File: src/rtl/traffic_sensor_ctrl.sv
// Purpose : sensor front end for the two-street light FSM; conditions raw detector/button pads into TA/TB/P/R.
// Latency : raw rising edge -> count/strobe update after 2+DEB_CYC clocks; o_TA/o_TB follow the counts combinationally.
// Backpress: none; producer-only interface, inputs are sampled every clock and the FSM has no ready path.
//
// Ports:
//   i_clk, i_rst          clock (rising edge) and asynchronous active-high reset
//   i_car_a, i_car_b      raw bouncy loop detectors, one per street
//   i_parade_req/_end     raw parade start/end buttons
//   i_LA, i_LB            light feedback: 0 GREEN, 1 YELLOW, 2/3 RED
//   o_TA, o_TB            traffic present (queue count non-zero)
//   o_P, o_R              one-cycle parade start / end strobes
//   o_cnt_A, o_cnt_B      per-street queue counts (saturating)
//   o_ovf                 sticky overflow, an arrival hit a saturated count
//   o_total_A/B           16-bit wrapping arrival totals, only with TRAFFIC_SENSOR_STAT_EN defined
module traffic_sensor_ctrl #(
  parameter int DEB_CYC  = 4,
  parameter int PASS_CYC = 8,
  parameter int CNT_W    = 4
) (
  input  logic             i_clk,
  input  logic             i_rst,
  input  logic             i_car_a,
  input  logic             i_car_b,
  input  logic             i_parade_req,
  input  logic             i_parade_end,
  input  logic [1:0]       i_LA,
  input  logic [1:0]       i_LB,
  output logic             o_TA,
  output logic             o_TB,
  output logic             o_P,
  output logic             o_R,
  output logic [CNT_W-1:0] o_cnt_A,
  output logic [CNT_W-1:0] o_cnt_B,
  output logic             o_ovf
`ifdef TRAFFIC_SENSOR_STAT_EN
  ,
  output logic [15:0]      o_total_A,
  output logic [15:0]      o_total_B
`endif
);

  localparam int DCW = $clog2(DEB_CYC + 1);
  localparam int TW  = (PASS_CYC > 1) ? $clog2(PASS_CYC) : 1;
  localparam logic [DCW-1:0]   DEB_LAST = DCW'(DEB_CYC - 1);
  localparam logic [TW-1:0]    TMR_LAST = TW'(PASS_CYC - 1);
  localparam logic [CNT_W-1:0] CNT_MAX  = '1;

  // Reset: asserted asynchronously, released on a clock edge so no flop
  // sees the release close to its sampling edge.
  logic [1:0] rst_pipe;
  logic       rst_int;

  always_ff @(posedge i_clk or posedge i_rst) begin
    if (i_rst) rst_pipe <= 2'b11;
    else       rst_pipe <= {rst_pipe[0], 1'b0};
  end

  assign rst_int = rst_pipe[1];

  // Input conditioning. Channel order: 0 car_a, 1 car_b, 2 parade_req, 3 parade_end.
  logic [3:0]     raw;
  logic [3:0]     meta;
  logic [3:0]     sync;
  logic [3:0]     deb;
  logic [3:0]     deb_q;
  logic [3:0]     rise;
  logic [DCW-1:0] stab [4];

  assign raw = {i_parade_end, i_parade_req, i_car_b, i_car_a};

  always_ff @(posedge i_clk or posedge rst_int) begin
    if (rst_int) begin
      meta  <= '0;
      sync  <= '0;
      deb   <= '0;
      deb_q <= '0;
      for (int i = 0; i < 4; i++) stab[i] <= '0;
    end else begin
      meta  <= raw;
      sync  <= meta;
      deb_q <= deb;
      for (int i = 0; i < 4; i++) begin
        // stab counts consecutive cycles the synced value disagrees with
        // the debounced level; any agreement restarts the count.
        if (sync[i] == deb[i]) begin
          stab[i] <= '0;
        end else if (stab[i] == DEB_LAST) begin
          stab[i] <= '0;
          deb[i]  <= sync[i];
        end else begin
          stab[i] <= stab[i] + DCW'(1);
        end
      end
    end
  end

  assign rise = deb & ~deb_q;

  // Per-street queue counters and departure timers. Index 0 = A, 1 = B.
  logic [CNT_W-1:0] cnt [2];
  logic [TW-1:0]    tmr [2];
  logic [1:0]       green;
  logic [1:0]       arr;
  logic [1:0]       dep;
  logic             ovf;

  assign green[0] = (i_LA == 2'd0);
  assign green[1] = (i_LB == 2'd0);
  assign arr      = rise[1:0];

  always_comb begin
    dep = '0;
    for (int s = 0; s < 2; s++) begin
      dep[s] = green[s] && (cnt[s] != '0) && (tmr[s] == TMR_LAST);
    end
  end

  always_ff @(posedge i_clk or posedge rst_int) begin
    if (rst_int) begin
      for (int s = 0; s < 2; s++) begin
        cnt[s] <= '0;
        tmr[s] <= '0;
      end
      ovf <= 1'b0;
    end else begin
      for (int s = 0; s < 2; s++) begin
        // Timer only runs while cars can actually leave.
        if (!green[s] || (cnt[s] == '0) || dep[s]) tmr[s] <= '0;
        else                                      tmr[s] <= tmr[s] + TW'(1);

        // Arrival and departure in the same cycle cancel out.
        case ({arr[s], dep[s]})
          2'b10: begin
            if (cnt[s] == CNT_MAX) ovf <= 1'b1;
            else                   cnt[s] <= cnt[s] + CNT_W'(1);
          end
          2'b01:   cnt[s] <= cnt[s] - CNT_W'(1);
          default: ;
        endcase
      end
    end
  end

  assign o_cnt_A = cnt[0];
  assign o_cnt_B = cnt[1];
  assign o_TA    = (cnt[0] != '0);
  assign o_TB    = (cnt[1] != '0);
  assign o_ovf   = ovf;

`ifdef TRAFFIC_SENSOR_STAT_EN
  // Totals include arrivals dropped at saturation; wrap silently.
  logic [15:0] tot [2];

  always_ff @(posedge i_clk or posedge rst_int) begin
    if (rst_int) begin
      tot[0] <= '0;
      tot[1] <= '0;
    end else begin
      for (int s = 0; s < 2; s++) begin
        if (arr[s]) tot[s] <= tot[s] + 16'd1;
      end
    end
  end

  assign o_total_A = tot[0];
  assign o_total_B = tot[1];
`endif

  // Parade FSM: each state only listens to the one button that can leave it.
  typedef enum logic {
    PARADE_IDLE   = 1'b0,
    PARADE_ACTIVE = 1'b1
  } parade_state_t;

  parade_state_t state_q;
  parade_state_t state_d;
  logic          p_q;
  logic          p_d;
  logic          r_q;
  logic          r_d;

  always_ff @(posedge i_clk or posedge rst_int) begin
    if (rst_int) begin
      state_q <= PARADE_IDLE;
      p_q     <= 1'b0;
      r_q     <= 1'b0;
    end else begin
      state_q <= state_d;
      p_q     <= p_d;
      r_q     <= r_d;
    end
  end

  always_comb begin
    state_d = state_q;
    p_d     = 1'b0;
    r_d     = 1'b0;
    case (state_q)
      PARADE_IDLE: begin
        if (rise[2]) begin
          p_d     = 1'b1;
          state_d = PARADE_ACTIVE;
        end
      end
      PARADE_ACTIVE: begin
        if (rise[3]) begin
          r_d     = 1'b1;
          state_d = PARADE_IDLE;
        end
      end
      default: state_d = PARADE_IDLE;
    endcase
  end

  assign o_P = p_q;
  assign o_R = r_q;

endmodule

File: config.mk
export PLATFORM = sky130hd
export DESIGN_NAME = traffic_sensor_ctrl
export DESIGN_NICKNAME = d
export VERILOG_FILES = /design/src/rtl/traffic_sensor_ctrl.sv
export SDC_FILE = /design/constraint.sdc
export NUM_CORES = 1
export LEC_CHECK = 0
export ABC_AREA = 1
export BUFFER_PORTS_ARGS = -buffer_cell sky130_fd_sc_hd__buf_2
export CAP_MARGIN = 10
export CORE_ASPECT_RATIO = 1.25
export CORE_UTILIZATION = 57
export DETAILED_ROUTE_END_ITERATION = 12
export GPL_TIMING_DRIVEN = 0
export PLACE_DENSITY = 0.8
export SLEW_MARGIN = 20
export SYNTH_ARGS = -nofsm -noshare
export SYNTH_HDL_FRONTEND = slang
export SYNTH_SLANG_ARGS = --single-unit
File: constraint.sdc
create_clock -name i_clk -period 1.87 [get_ports i_clk]
set_input_delay 0.187 -clock i_clk [delete_from_list [all_inputs] [get_ports i_clk]]
set_output_delay 0.187 -clock i_clk [all_outputs]
set_load 0.01 [all_outputs]
Word level (Yosys, flattened, before mapping) --
Index checks and enable logic that the tools add are counted.
Operators by class: add/subtract/negate cells 10, multipliers 0, div/mod/pow operators 0, $lt $le $gt $ge 0, eq/ne operators 18, shift-type cells 0, multiplexer cells 24, bitwise operators 7, reduce and logical (&&, ||, !) cells 24
Operator list (number):
- 2-to-1 mux 3 bit | 10
- adder 3 x 1 -> 3 bit (second input constant) | 6
- one-hot mux 4 bit (2 select lines) | 2
- equality test 3 x 2 -> 1 bit (second input constant) | 4
- AND reduction 2 bit | 6
- 2-to-1 mux 1 bit | 9
- adder 4 x 1 -> 4 bit (second input constant) | 2
- equality test 4 bit (second input constant) | 2
- logical NOT 4 bit | 2
- 2-to-1 mux 4 bit | 2
- nonzero test 4 bit | 2
- subtractor 4 x 1 -> 4 bit (second input constant) | 2
- equality test 3 bit (second input constant) | 2
- NOT 1 bit | 5
- AND 4 bit | 1
- equality test 1 bit | 4
- equality test 2 x 1 -> 1 bit (second input constant) | 2
- equality test 2 bit (second input constant) | 2
- logical AND 1 bit | 4
- logical NOT 2 bit | 2
- logical OR 1 bit | 4
- != test 2 bit (second input constant) | 2
- NOT 4 bit | 1
- nonzero test 2 bit | 2
- 2 further kinds | 3
Storage, ports and cells: register bits 48, bits in latches 0, RAM bits 0, ROM bits 0, input bits 10, output and inout port bits 13, logic and storage cells 103, memories 0

Logic depth before layout (Yosys ltp) --
Gate-level depths: netlist of run 1.
word-level depth 7, gate-level depth with buffers 12, gate-level depth less buffers 12

Worst setup path after synthesis of run 1 --
No wires, ideal clock.
kind register to register, start register tmr[0] (netlist name), end register cnt (netlist bit o_cnt_B[2]), library setup time 0.121 ns, data arrival time 1.579 ns, data required time 1.749 ns, path slack 0.170 ns, cell stages (with the launch flop) 11, buffers on the path 0, period minus slack after synthesis 1.700 ns, path through dfrtp_1 ha_1 ha_1 nand4_2 nand2_1 nand2_1 inv_2 ha_1 a21oi_1 xnor2_1 o21ai_1
Between the ends: longest elaborated chain between the ends 5, elaborated cells on any way between the ends 8, classes of those cells 4 x eq/ne; 1 x mux; 3 x reduce/logical
Ends and longest elaborated chain:
- from (decl) | line 101 | logic [TW-1:0] tmr [2];
- from (signal, indexed assignment) | line 129 | else tmr[s] <= tmr[s] + TW'(1);
- equality test 3 bit * | line 114 | dep[s] = green[s] && (cnt[s] != '0) && (tmr[s] == TMR_LAST);
- logical AND 1 bit * | line 114
- equality test 2 bit / equality test 2 x 1 -> 1 bit (equally long branches) | line 132 | case ({arr[s], dep[s]})
- != test 2 bit (no line) / nonzero test 2 bit (equally long branches)
- AND reduction 2 bit (no line)
- to (signal, indexed assignment) | line 135 | else cnt[s] <= cnt[s] + CNT_W'(1);
- to (signal, indexed assignment) | line 137 | 2'b01: cnt[s] <= cnt[s] - CNT_W'(1);
- to (decl) | line 100 | logic [CNT_W-1:0] cnt [2];
Every way passes the cells marked *; elsewhere a longest branch is shown, timed or not. A chain may end at the register's enable or synchronous reset.

Final worst setup path of run 1 --
Same ends and word-level chain as after synthesis.

==> results of run 1 <==
sequential cells by signal (all words and copies together), names as in the netlist:
register and flops:
deb_q 4, o_P 1, stab 12, meta 4, rst_pipe 2, o_cnt_B 4
sync 4, o_ovf 1, tmr 6, state_q 1, deb 4, o_R 1
o_cnt_A 4
metal layers:
metal | part of all wire | wire length [microns] | GRT usage | vias to the layer above
met5 | 0 | 0 | 0 | -
met1 | 0.44 | 1400 | 0.208 | 662
li1 | - | - | - | 740
met3 | 0.034 | 107 | 0.0494 | 5
met2 | 0.51 | 1610 | 0.311 | 22
met4 | 0.017 | 53 | 0.0650 | 0
Yosys cell counts, drive strengths merged:
master,count,area [sq um]
nor3,6,30.0
dfrtp,46,1150
nand4,2,33.8
nor3b,3,22.5
or2,2,12.5
mux2,1,11.3
clkinv,1,3.75
dfstp,2,52.6
conb,1,3.75
xnor2,6,52.6
o21bai,2,15.0
ha,10,125
a21oi,4,20.0
xor2,4,35.0
nor4,2,12.5
inv,35,131
nand2,47,209
nand3b,4,30.0
nor2,24,115
o21ai,4,23.8
nand3,8,65.1
what timing repair did:
item	in CTS	in global routing
gates resized for setup	0	13
hold buffers	5	0
hold endpoints to repair	6	0
buffers inserted	0	3
setup endpoints to repair	0	2
per-stage QoR:
stage	util	hold WS [ns]	area, sq um	power (mW)
floorplan	-	0.0985	2160	2.40
global placement	0.653	0.207	2310	2.67
detailed placement	0.661	0.214	2340	2.73
CTS	0.698	0.242	2470	3.32
global route	0.723	0.269	2560	3.63
finish	0.723	0.253	2560	3.34
path summary, 6_finish.rpt:
check	to	slack, ns	from
setup / recovery	o_cnt_B[2]$_DFFE_PP0P_	0.06	tmr[0]$_DFF_PP0_
setup reg to reg	o_cnt_B[2]$_DFFE_PP0P_	0.06	tmr[0]$_DFF_PP0_
min in group asynchronous	stab[7]$_DFF_PP0_	0.30	rst_pipe[1]$_DFF_PP1_
max in group asynchronous	o_cnt_A[2]$_DFFE_PP0P_	1.07	rst_pipe[1]$_DFF_PP1_
hold / removal	tmr[2]$_DFF_PP0_	0.25	i_LB[0]
hold reg to reg	stab[7]$_DFF_PP0_	0.30	rst_pipe[1]$_DFF_PP1_
area by class of cell:
cell class | count | area, sq um | area share
clock buffer | 7 | 76.3 | 0.0298
clock inverter | 1 | 5.00 | 0.00195
inverter | 36 | 135 | 0.0528
multi-input combinational | 130 | 881 | 0.344
sequential | 48 | 1200 | 0.470
tap | 39 | 48.8 | 0.0191
timing repair buffer | 31 | 210 | 0.0821
power groups by stage:
stage	combinational (mW)	clock, mW	sequential (mW)
floorplan	0.839	0	1.57
detailed placement	1.16	0	1.57
CTS	1.18	0.587	1.55
global route	1.40	0.631	1.60
global placement	1.11	0	1.55
finish	1.22	0.564	1.56
kinds of logic (layout without fill, tap and decap cells):
logic type / Yosys count / after routing / share of synthesized area
AO/OA/AOI/OAI: 10 / 10 / 0.0273
XOR/XNOR: 10 / 10 / 0.0406
adder cells (fa/ha/maj): 10 / 10 / 0.0580
buffers and inverters: 36 / 75 / 0.0627
flip-flops: 48 / 48 / 0.558
multiplexers: 1 / 1 / 0.00522
other: 1 / 1 / 0.00174
AND/OR/NAND/NOR: 98 / 98 / 0.246
critical path, stage by stage, from the launching register on:
cell	delay, ns
dfrtp_1	0.37
ha_2	0.20
ha_4	0.16
nand3_4	0.09
nor2_4	0.15
nand2_2	0.08
nand2_2	0.08
inv_2	0.04
ha_4	0.15
a21oi_4	0.14
xnor2_2	0.13
o21ai_1	0.09
==> impl_metrics.env, run 1 <==
export IMPL_htree_levels=2
export IMPL_root_buffer="clkbuf_8"
export IMPL_cts_buffers=5
export IMPL_drtIter0Drc=54
export IMPL_maxCapViolCount=0
export IMPL_yosysSeqAreaShare=0.558
export IMPL_violations="DRC"
export IMPL_grt_total_usage=0.178
export IMPL_fin_nets=272
export IMPL_grt_overflow=0
export IMPL_finalWeightedCongestion=0.801
export IMPL_setup_viol=0
export IMPL_worstSetupPathType="register to register"
export IMPL_synth_cells=214
export IMPL_dieArea_sq_mm=0.00403
export IMPL_clkTransAtPathRegs_ns=0.08
export IMPL_vias=1429
export IMPL_drive_above_1_share=0.273
export IMPL_fillers=271
export IMPL_vdd_drop_max_uv=895
export IMPL_max_freq_mhz=553
export IMPL_start_kind="register"
export IMPL_port_buffers=22
export IMPL_postSynthNetCount=234
export IMPL_worstPathMaxFanout=3
export IMPL_place_hpwl_microns=2380
export IMPL_clkPwrFrac=0.169
export IMPL_period_share=0.966
export IMPL_grt_pass1_wl_microns=5540
export IMPL_core_area_sq_mm=0.00354
export IMPL_fin_cells=292
export IMPL_switching_share=0.372
export IMPL_antennaDiodeCount=0
export IMPL_finalSetupTns_ns=0
export IMPL_clock_latency_ns=0.29
export IMPL_holdPathStages=4
export IMPL_die_x_microns=57.0
export IMPL_power_density_mw_per_mm2=1310
export IMPL_area_growth_pct=18.8
export IMPL_die_height_microns=70.8
export IMPL_grt_pass1_vias=1408
export IMPL_holdCritPathClass="input port to register"
export IMPL_crit_arrival_ns=1.99
export IMPL_skew_ns=0.00666
export IMPL_syn_cell_area_sq_mm=0.00216
export IMPL_switchingPower_mw=1.24
export IMPL_cp_end_kind="register"
export IMPL_io_pins=23
export IMPL_p_int_mw=2.10
export IMPL_ff2ff_path_depth=11
export IMPL_min_period_ns=1.81
export IMPL_finalWirelength_microns=3170
export IMPL_cts_tree="built"
export IMPL_grt_setup_unrepaired="true"
export IMPL_wl_per_cell_microns=10.8
export IMPL_synth_avg_cell_area_sq_um=10.1
export IMPL_hold_viol_final=0
export IMPL_leakage_nw=1.30
export IMPL_dp_cells=276
export IMPL_rows=24
export IMPL_fin_ws_ns=0.0627
export IMPL_grt_max_degree=27
export IMPL_viasPerCell=4.89
export IMPL_synth_seq_cells=48
export IMPL_cts_sinks=48
export IMPL_most_common_layout_cells="45 x dfrtp_1, 37 x nand2_1, 31 x inv_1"
export IMPL_initial_core_util=0.608
export IMPL_seq_power_share=0.468
export IMPL_worst_pin_slew_ns=0.564
export IMPL_final_common_cell="dfrtp_1"
export IMPL_clockBufferDepth=2
export IMPL_ys_warn_count=0
export IMPL_ys_types=30
export IMPL_drc=6
export IMPL_antenna_found_initial=0
export IMPL_relSlewSlack=0.624
export IMPL_first_pass_iters=8
export IMPL_run_status="finished, violations left"
export IMPL_place_ws_ns=0.0193
export IMPL_comb_power_share=0.364
export IMPL_cp_data_required_time_ns=2.05
export IMPL_slew_viol_final=0
export IMPL_drtAntennaViolNets=0
(Power assumes the default switching activity.)
==> run 2, diff against run 1 <==
--- a/config.mk
+++ b/config.mk
@@ -5,14 +5,13 @@
 export SDC_FILE = /design/constraint.sdc
 export NUM_CORES = 1
 export LEC_CHECK = 0
-export ABC_AREA = 1
 export BUFFER_PORTS_ARGS = -buffer_cell sky130_fd_sc_hd__buf_2
 export CAP_MARGIN = 10
 export CORE_ASPECT_RATIO = 1.25
-export CORE_UTILIZATION = 57
+export CORE_UTILIZATION = 56
 export DETAILED_ROUTE_END_ITERATION = 12
 export GPL_TIMING_DRIVEN = 0
-export PLACE_DENSITY = 0.8
+export PLACE_DENSITY = 0.79
 export SLEW_MARGIN = 20
 export SYNTH_ARGS = -nofsm -noshare
 export SYNTH_HDL_FRONTEND = slang
==> impl_metrics.env, run 2 <==
export IMPL_synthArstFlopShare=1.00
export IMPL_netlist_area_leader_share=0.594
export IMPL_most_common_layout_cells="43 x dfrtp_1, 22 x buf_2, 13 x buf_4"
export IMPL_holdPathStages=3
export IMPL_clockBufferDepth=2
export IMPL_initial_core_util=0.596
export IMPL_cp_end_kind="register"
export IMPL_wl_per_cell_microns=14.1
export IMPL_first_pass_iters=4
export IMPL_top_regs="stab (12), tmr (6)"
export IMPL_fillers=199
export IMPL_p_int_mw=2.49
export IMPL_vdd_drop_max_uv=1390
export IMPL_top_register="stab"
export IMPL_place_hpwl_microns=2070
export IMPL_fin_cells=223
export IMPL_root_buffer="clkbuf_8"
export IMPL_port_buffers=22
export IMPL_start_kind="register"
export IMPL_synth_area_leaders="dfrtp_1 59%, ha_1 6.5%, xnor2_1 4.1%, nor3b_1 3.5%, mux2_2 2.9%"
export IMPL_antenna_found_initial=0
export IMPL_drive_above_1_share=0.387
export IMPL_clock_latency_ns=0.30
export IMPL_synth_most_common_cell="dfrtp_1"
export IMPL_synthFlopType="dfrtp_1"
export IMPL_r2r_end="o_cnt_A[1]$_DFFE_PP0P_"
export IMPL_setup_viol=1
export IMPL_rows=23
export IMPL_comb_power_share=0.317
export IMPL_finalWirelength_microns=3130
export IMPL_total_power_mw=3.64
export IMPL_cp_data_required_time_ns=2.06
export IMPL_grt_total_usage=0.197
export IMPL_min_from="i_LB[1]"
export IMPL_ys_warn_count=0
export IMPL_max_freq_mhz=533
export IMPL_die_height_microns=67.8
export IMPL_grt_setup_unrepaired="true"
export IMPL_relSlewSlack=0.617
export IMPL_synth_avg_cell_area_sq_um=13.9
export IMPL_clkPwrFrac=0.243
export IMPL_largest_reg_flops=12
export IMPL_worstPathMaxFanout=5
export IMPL_maxCapViolCount=0
export IMPL_yosysSeqAreaShare=0.621
export IMPL_ys_types=34
export IMPL_drc=0
export IMPL_grt_max_degree=27
export IMPL_postSynthNetCount=159
export IMPL_leakage_nw=1.14
export IMPL_r2r_slack_ns=-0.005
export IMPL_rr_startpoint="o_cnt_A[0]$_DFFE_PP0P_"
export IMPL_switchingPower_mw=1.14
export IMPL_cts_buffers=5
export IMPL_dp_cells=199
export IMPL_finalSetupTns_ns=-0.00524
export IMPL_synth_edf_count=0
export IMPL_netlist_top_cells_count="46 x dfrtp_1, 10 x ha_1, 9 x nor3b_1, 9 x xnor2_1, 8 x nor2b_1"
export IMPL_holdCritPathClass="input port to register"
export IMPL_power_density_mw_per_mm2=1460
export IMPL_synth_seq_cells=48
export IMPL_run_status="finished, violations left"
export IMPL_drtIter0Drc=15
export IMPL_cts_sinks=48
export IMPL_violations="setup timing"
export IMPL_grt_overflow=0
export IMPL_core_area_sq_mm=0.00325
export IMPL_cts_tree="built"
export IMPL_period_share=1.00
export IMPL_slew_viol_final=0
export IMPL_regArea_sq_mm=0.00121
export IMPL_synth_cells=139
export IMPL_clkTransAtPathRegs_ns=0.08
export IMPL_worst_pin_slew_ns=0.573
export IMPL_drtAntennaViolNets=0
export IMPL_skew_ns=0.00638
export IMPL_htree_levels=2
export IMPL_min_period_ns=1.88
export IMPL_worstSetupPathType="register to register"
export IMPL_yosysTopAreaCell="dfrtp_1"
export IMPL_finalWeightedCongestion=0.719
export IMPL_dieArea_sq_mm=0.00370
export IMPL_antennaDiodeCount=0
export IMPL_crit_arrival_ns=2.07
export IMPL_syn_cell_area_sq_mm=0.00194
export IMPL_fin_ws_ns=-0.00524
export IMPL_ff2ff_path_depth=5
export IMPL_multiInputGateArea_sq_um=795
export IMPL_vias=1217
export IMPL_area_growth_pct=28.6
export IMPL_hold_viol_final=0
export IMPL_min_to="tmr[0]$_DFF_PP0_"
export IMPL_die_x_microns=54.6
export IMPL_grt_pass1_vias=1183
export IMPL_viasPerCell=5.46
export IMPL_fin_nets=205
export IMPL_final_common_cell="dfrtp_1"
export IMPL_seq_power_share=0.440
export IMPL_grt_pass1_wl_microns=4970
export IMPL_switching_share=0.314
export IMPL_io_pins=23
==> run 2: cell types whose count changed in the layout (fill, tap and decap cells not counted), sizes merged, moves of 5 or more <==
cell | previous run | this run
nand3 | 8 | 1
nor2 | 24 | 4
inv | 35 | 6
nand2 | 47 | 0
mux2 | 1 | 6
buf | 26 | 36
nor3b | 3 | 9
nor2b | 0 | 8
==> run 2: routing by layer <==
layer | routed length, microns | vias up | track usage
li1 | - | 576 | -
met1 | 1260 | 602 | 0.217
met2 | 1690 | 32 | 0.336
met3 | 133 | 7 | 0.0676
met4 | 51 | 0 | 0.0833
met5 | 0 | - | 0
==> run 2: worst max path at each step <==
stage                           startpoint                     end  cells after the start
floorplan           o_cnt_A[1]$_DFFE_PP0P_  o_cnt_A[1]$_DFFE_PP0P_                      6
global placement    o_cnt_A[1]$_DFFE_PP0P_  o_cnt_A[2]$_DFFE_PP0P_                      8
detailed placement  o_cnt_A[1]$_DFFE_PP0P_  o_cnt_A[1]$_DFFE_PP0P_                      6
CTS                 o_cnt_A[0]$_DFFE_PP0P_  o_cnt_A[1]$_DFFE_PP0P_                      5
global route              tmr[3]$_DFF_PP0_  o_cnt_A[2]$_DFFE_PP0P_                      9
finish              o_cnt_A[0]$_DFFE_PP0P_  o_cnt_A[1]$_DFFE_PP0P_                      5
==> run 2: cell type report <==
class	instances	area share
sequential	48	0.485
tap	37	0.0186
clock buffer	5	0.0276
multi-input combinational	84	0.319
timing repair buffer	41	0.115
clock inverter	3	0.0276
inverter	5	0.00754
==> run 2: kinds of logic (layout without fill, tap and decap cells) <==
family                   after synthesis  in the layout  share of synthesized area
XOR/XNOR                              10             10                     0.0452
AND/OR/NAND/NOR                       45             45                      0.163
multiplexers                           6              6                     0.0368
flip-flops                            48             48                      0.621
AO/OA/AOI/OAI                         12             12                     0.0523
adder cells (fa/ha/maj)               10             10                     0.0646
other                                  1              1                    0.00194
buffers and inverters                  7             54                     0.0149
==> run 2: repair_timing <==
action                     4_1_cts  5_1_grt
hold buffers                     5        0
buffers inserted                 5        8
pin swaps                        2        9
gates resized for setup          4       11
hold endpoints to repair         6        0
setup endpoints to repair        4        4
==> run 2: worst max-delay path, stage by stage (launching register included) <==
cell and delay [ns]:
dfrtp_2 0.41, or4_4 0.57, nand3_2 0.13, xnor2_2 0.12, ha_2 0.28, mux2_4 0.26
==> run 2: per-stage QoR <==
step	setup WS (ns)	hold WS, ns	util	instance area [sq um]
detailed placement	-0.103	0.219	0.658	2140
floorplan	-0.0710	0.0985	-	1960
finish	-0.00524	0.189	0.766	2490
CTS	0.00406	0.180	0.730	2370
global route	-0.0809	0.206	0.766	2490
global placement	-0.0977	0.207	0.649	2110
==> run 2: power by group through the flow <==
| stage | Clock [mW] | Combinational (mW) | Sequential (mW) |
|---|---|---|---|
| global route | 0.944 | 1.29 | 1.65 |
| detailed placement | 0 | 1.01 | 1.63 |
| CTS | 0.906 | 1.10 | 1.57 |
| global placement | 0 | 0.947 | 1.59 |
| floorplan | 0 | 0.712 | 1.61 |
| finish | 0.884 | 1.15 | 1.60 |
==> run 3, diff against run 2 <==
--- a/config.mk
+++ b/config.mk
@@ -8,10 +8,11 @@
 export BUFFER_PORTS_ARGS = -buffer_cell sky130_fd_sc_hd__buf_2
 export CAP_MARGIN = 10
 export CORE_ASPECT_RATIO = 1.25
-export CORE_UTILIZATION = 56
+export CORE_UTILIZATION = 55
 export DETAILED_ROUTE_END_ITERATION = 12
 export GPL_TIMING_DRIVEN = 0
-export PLACE_DENSITY = 0.79
+export HOLD_SLACK_MARGIN = 0.08
+export PLACE_DENSITY = 0.78
 export SLEW_MARGIN = 20
 export SYNTH_ARGS = -nofsm -noshare
 export SYNTH_HDL_FRONTEND = slang
==> impl_metrics.env, run 3 (same netlist as run 2, synthesis figures left out) <==
export IMPL_root_buffer="clkbuf_8"
export IMPL_vdd_drop_max_uv=1020
export IMPL_initial_core_util=0.590
export IMPL_fin_cells=221
export IMPL_grt_pass1_wl_microns=4770
export IMPL_topRoutingLayerUsed="met4"
export IMPL_area_growth_pct=26.1
export IMPL_antenna_found_initial=0
export IMPL_fin_ws_ns=-0.0277
export IMPL_cp_end_kind="register"
export IMPL_cts_buffers=5
export IMPL_die_x_microns=55.1
export IMPL_core_area_sq_mm=0.00328
export IMPL_met3_length_microns=127
export IMPL_clkTransAtPathRegs_ns=0.08
export IMPL_dieArea_sq_mm=0.00376
export IMPL_p_int_mw=2.36
export IMPL_wl_met2_microns=1750
export IMPL_final_common_cell="dfrtp_1"
export IMPL_drtIter0Drc=26
export IMPL_grt_overflow=0
export IMPL_worstPathMaxFanout=3
export IMPL_leakage_nw=1.12
export IMPL_skew_ns=0.00234
export IMPL_clkPwrFrac=0.206
export IMPL_worstSetupPathType="register to register"
export IMPL_comb_power_share=0.346
export IMPL_antennaDiodeCount=0
export IMPL_cts_sinks=48
export IMPL_dp_cells=199
export IMPL_cp_data_required_time_ns=2.05
export IMPL_rows=23
export IMPL_violations="setup timing"
export IMPL_grt_setup_unrepaired="true"
export IMPL_first_pass_iters=4
export IMPL_htree_levels=2
export IMPL_viasPerCell=5.44
export IMPL_seq_power_share=0.447
export IMPL_crit_arrival_ns=2.08
export IMPL_largest_reg_flops=12
export IMPL_cts_tree="built"
export IMPL_holdCritPathClass="register to async pin"
export IMPL_grt_max_degree=37
export IMPL_top_register="stab"
export IMPL_finalWeightedCongestion=0.643
export IMPL_clock_latency_ns=0.29
export IMPL_hold_viol_final=0
export IMPL_power_density_mw_per_mm2=1440
export IMPL_drive_above_1_share=0.364
export IMPL_met1Wirelength_microns=1340
export IMPL_drtAntennaViolNets=0
export IMPL_start_kind="register"
export IMPL_fillers=220
export IMPL_maxCapViolCount=0
export IMPL_slew_viol_final=0
export IMPL_run_status="finished, violations left"
export IMPL_wl_per_cell_microns=14.8
export IMPL_top_regs="stab (12), tmr (6)"
export IMPL_clockBufferDepth=2
export IMPL_max_freq_mhz=527
export IMPL_most_common_layout_cells="44 x dfrtp_1, 22 x buf_2, 9 x buf_4"
export IMPL_fin_nets=203
export IMPL_grt_total_usage=0.192
export IMPL_finalSetupTns_ns=-0.0312
export IMPL_switchingPower_mw=1.16
export IMPL_total_power_mw=3.52
export IMPL_grt_pass1_vias=1144
export IMPL_min_period_ns=1.90
export IMPL_io_pins=23
export IMPL_die_height_microns=68.3
export IMPL_multiInputGateArea_sq_um=796
export IMPL_vias=1202
export IMPL_place_hpwl_microns=2130
export IMPL_regArea_sq_mm=0.00121
export IMPL_period_share=1.01
export IMPL_setup_viol=2
export IMPL_finalWirelength_microns=3260
export IMPL_port_buffers=22
export IMPL_drc=0
export IMPL_place_ws_ns=-0.148
export IMPL_switching_share=0.329
## run 3: final cells by class
type	count	share of cell area
flip-flops and latches	48	0.494
clock inverters	3	0.0174
well taps	37	0.0190
repair buffers	38	0.106
inverters	5	0.00768
plain buffers	1	0.00205
clock buffers	5	0.0282
multi-input cells	84	0.326
## run 3: layer usage
layer,global-route usage,vias up
met5,0,-
met4,0.0906,0
met3,0.0667,4
met2,0.354,30
met1,0.181,596
li1,-,572
## run 3: path summary, 6_finish.rpt
| check | from | end | slack (ns) | cells after the start |
|---|---|---|---|---|
| worst max-delay path | o_cnt_A[1]$_DFFE_PP0P_ | o_cnt_A[1]$_DFFE_PP0P_ | -0.03 | 5 |
| worst min register to register | rst_pipe[1]$_DFF_PP1_ | tmr[0]$_DFF_PP0_ | 0.18 | 1 |
| worst max register to register | o_cnt_A[1]$_DFFE_PP0P_ | o_cnt_A[1]$_DFFE_PP0P_ | -0.03 | 5 |
| min in group i_clk | i_LB[1] | tmr[0]$_DFF_PP0_ | 0.20 | 3 |
| max in group asynchronous | rst_pipe[1]$_DFF_PP1_ | o_cnt_A[1]$_DFFE_PP0P_ | 1.21 | 2 |
| worst min-delay path | rst_pipe[1]$_DFF_PP1_ | tmr[0]$_DFF_PP0_ | 0.18 | 1 |
## run 3: per-stage QoR
stage / instance area, sq um / hold slack (ns) / utilization
finish: 2440 / 0.184 / 0.744
global route: 2440 / 0.198 / 0.744
CTS: 2400 / 0.194 / 0.730
detailed placement: 2130 / 0.185 / 0.650
global placement: 2110 / 0.206 / 0.644
floorplan: 1960 / 0.0985 / -
## run 3: timing repair
item | in CTS | in global routing
endpoints found under the setup margin | 4 | 4
hold endpoints to repair | 6 | 0
resized for setup | 9 | 5
pin swaps | 9 | 7
buffers inserted | 8 | 2
hold buffers | 5 | 0
## run 3: power groups by stage
stage               clock network, mW  logic [mW]  registers [mW]
finish                          0.726        1.22            1.57
global route                    0.798        1.36            1.61
CTS                             0.758        1.14            1.58
detailed placement                  0        1.01            1.62
global placement                    0       0.944            1.59
floorplan                           0       0.712            1.61
## run 3: worst max-delay path: stages (launching register included)
cell	delay, ns
dfrtp_2	0.42
or4_4	0.58
buf_6	0.15
and3_4	0.18
a21oi_4	0.14
mux2_4	0.31
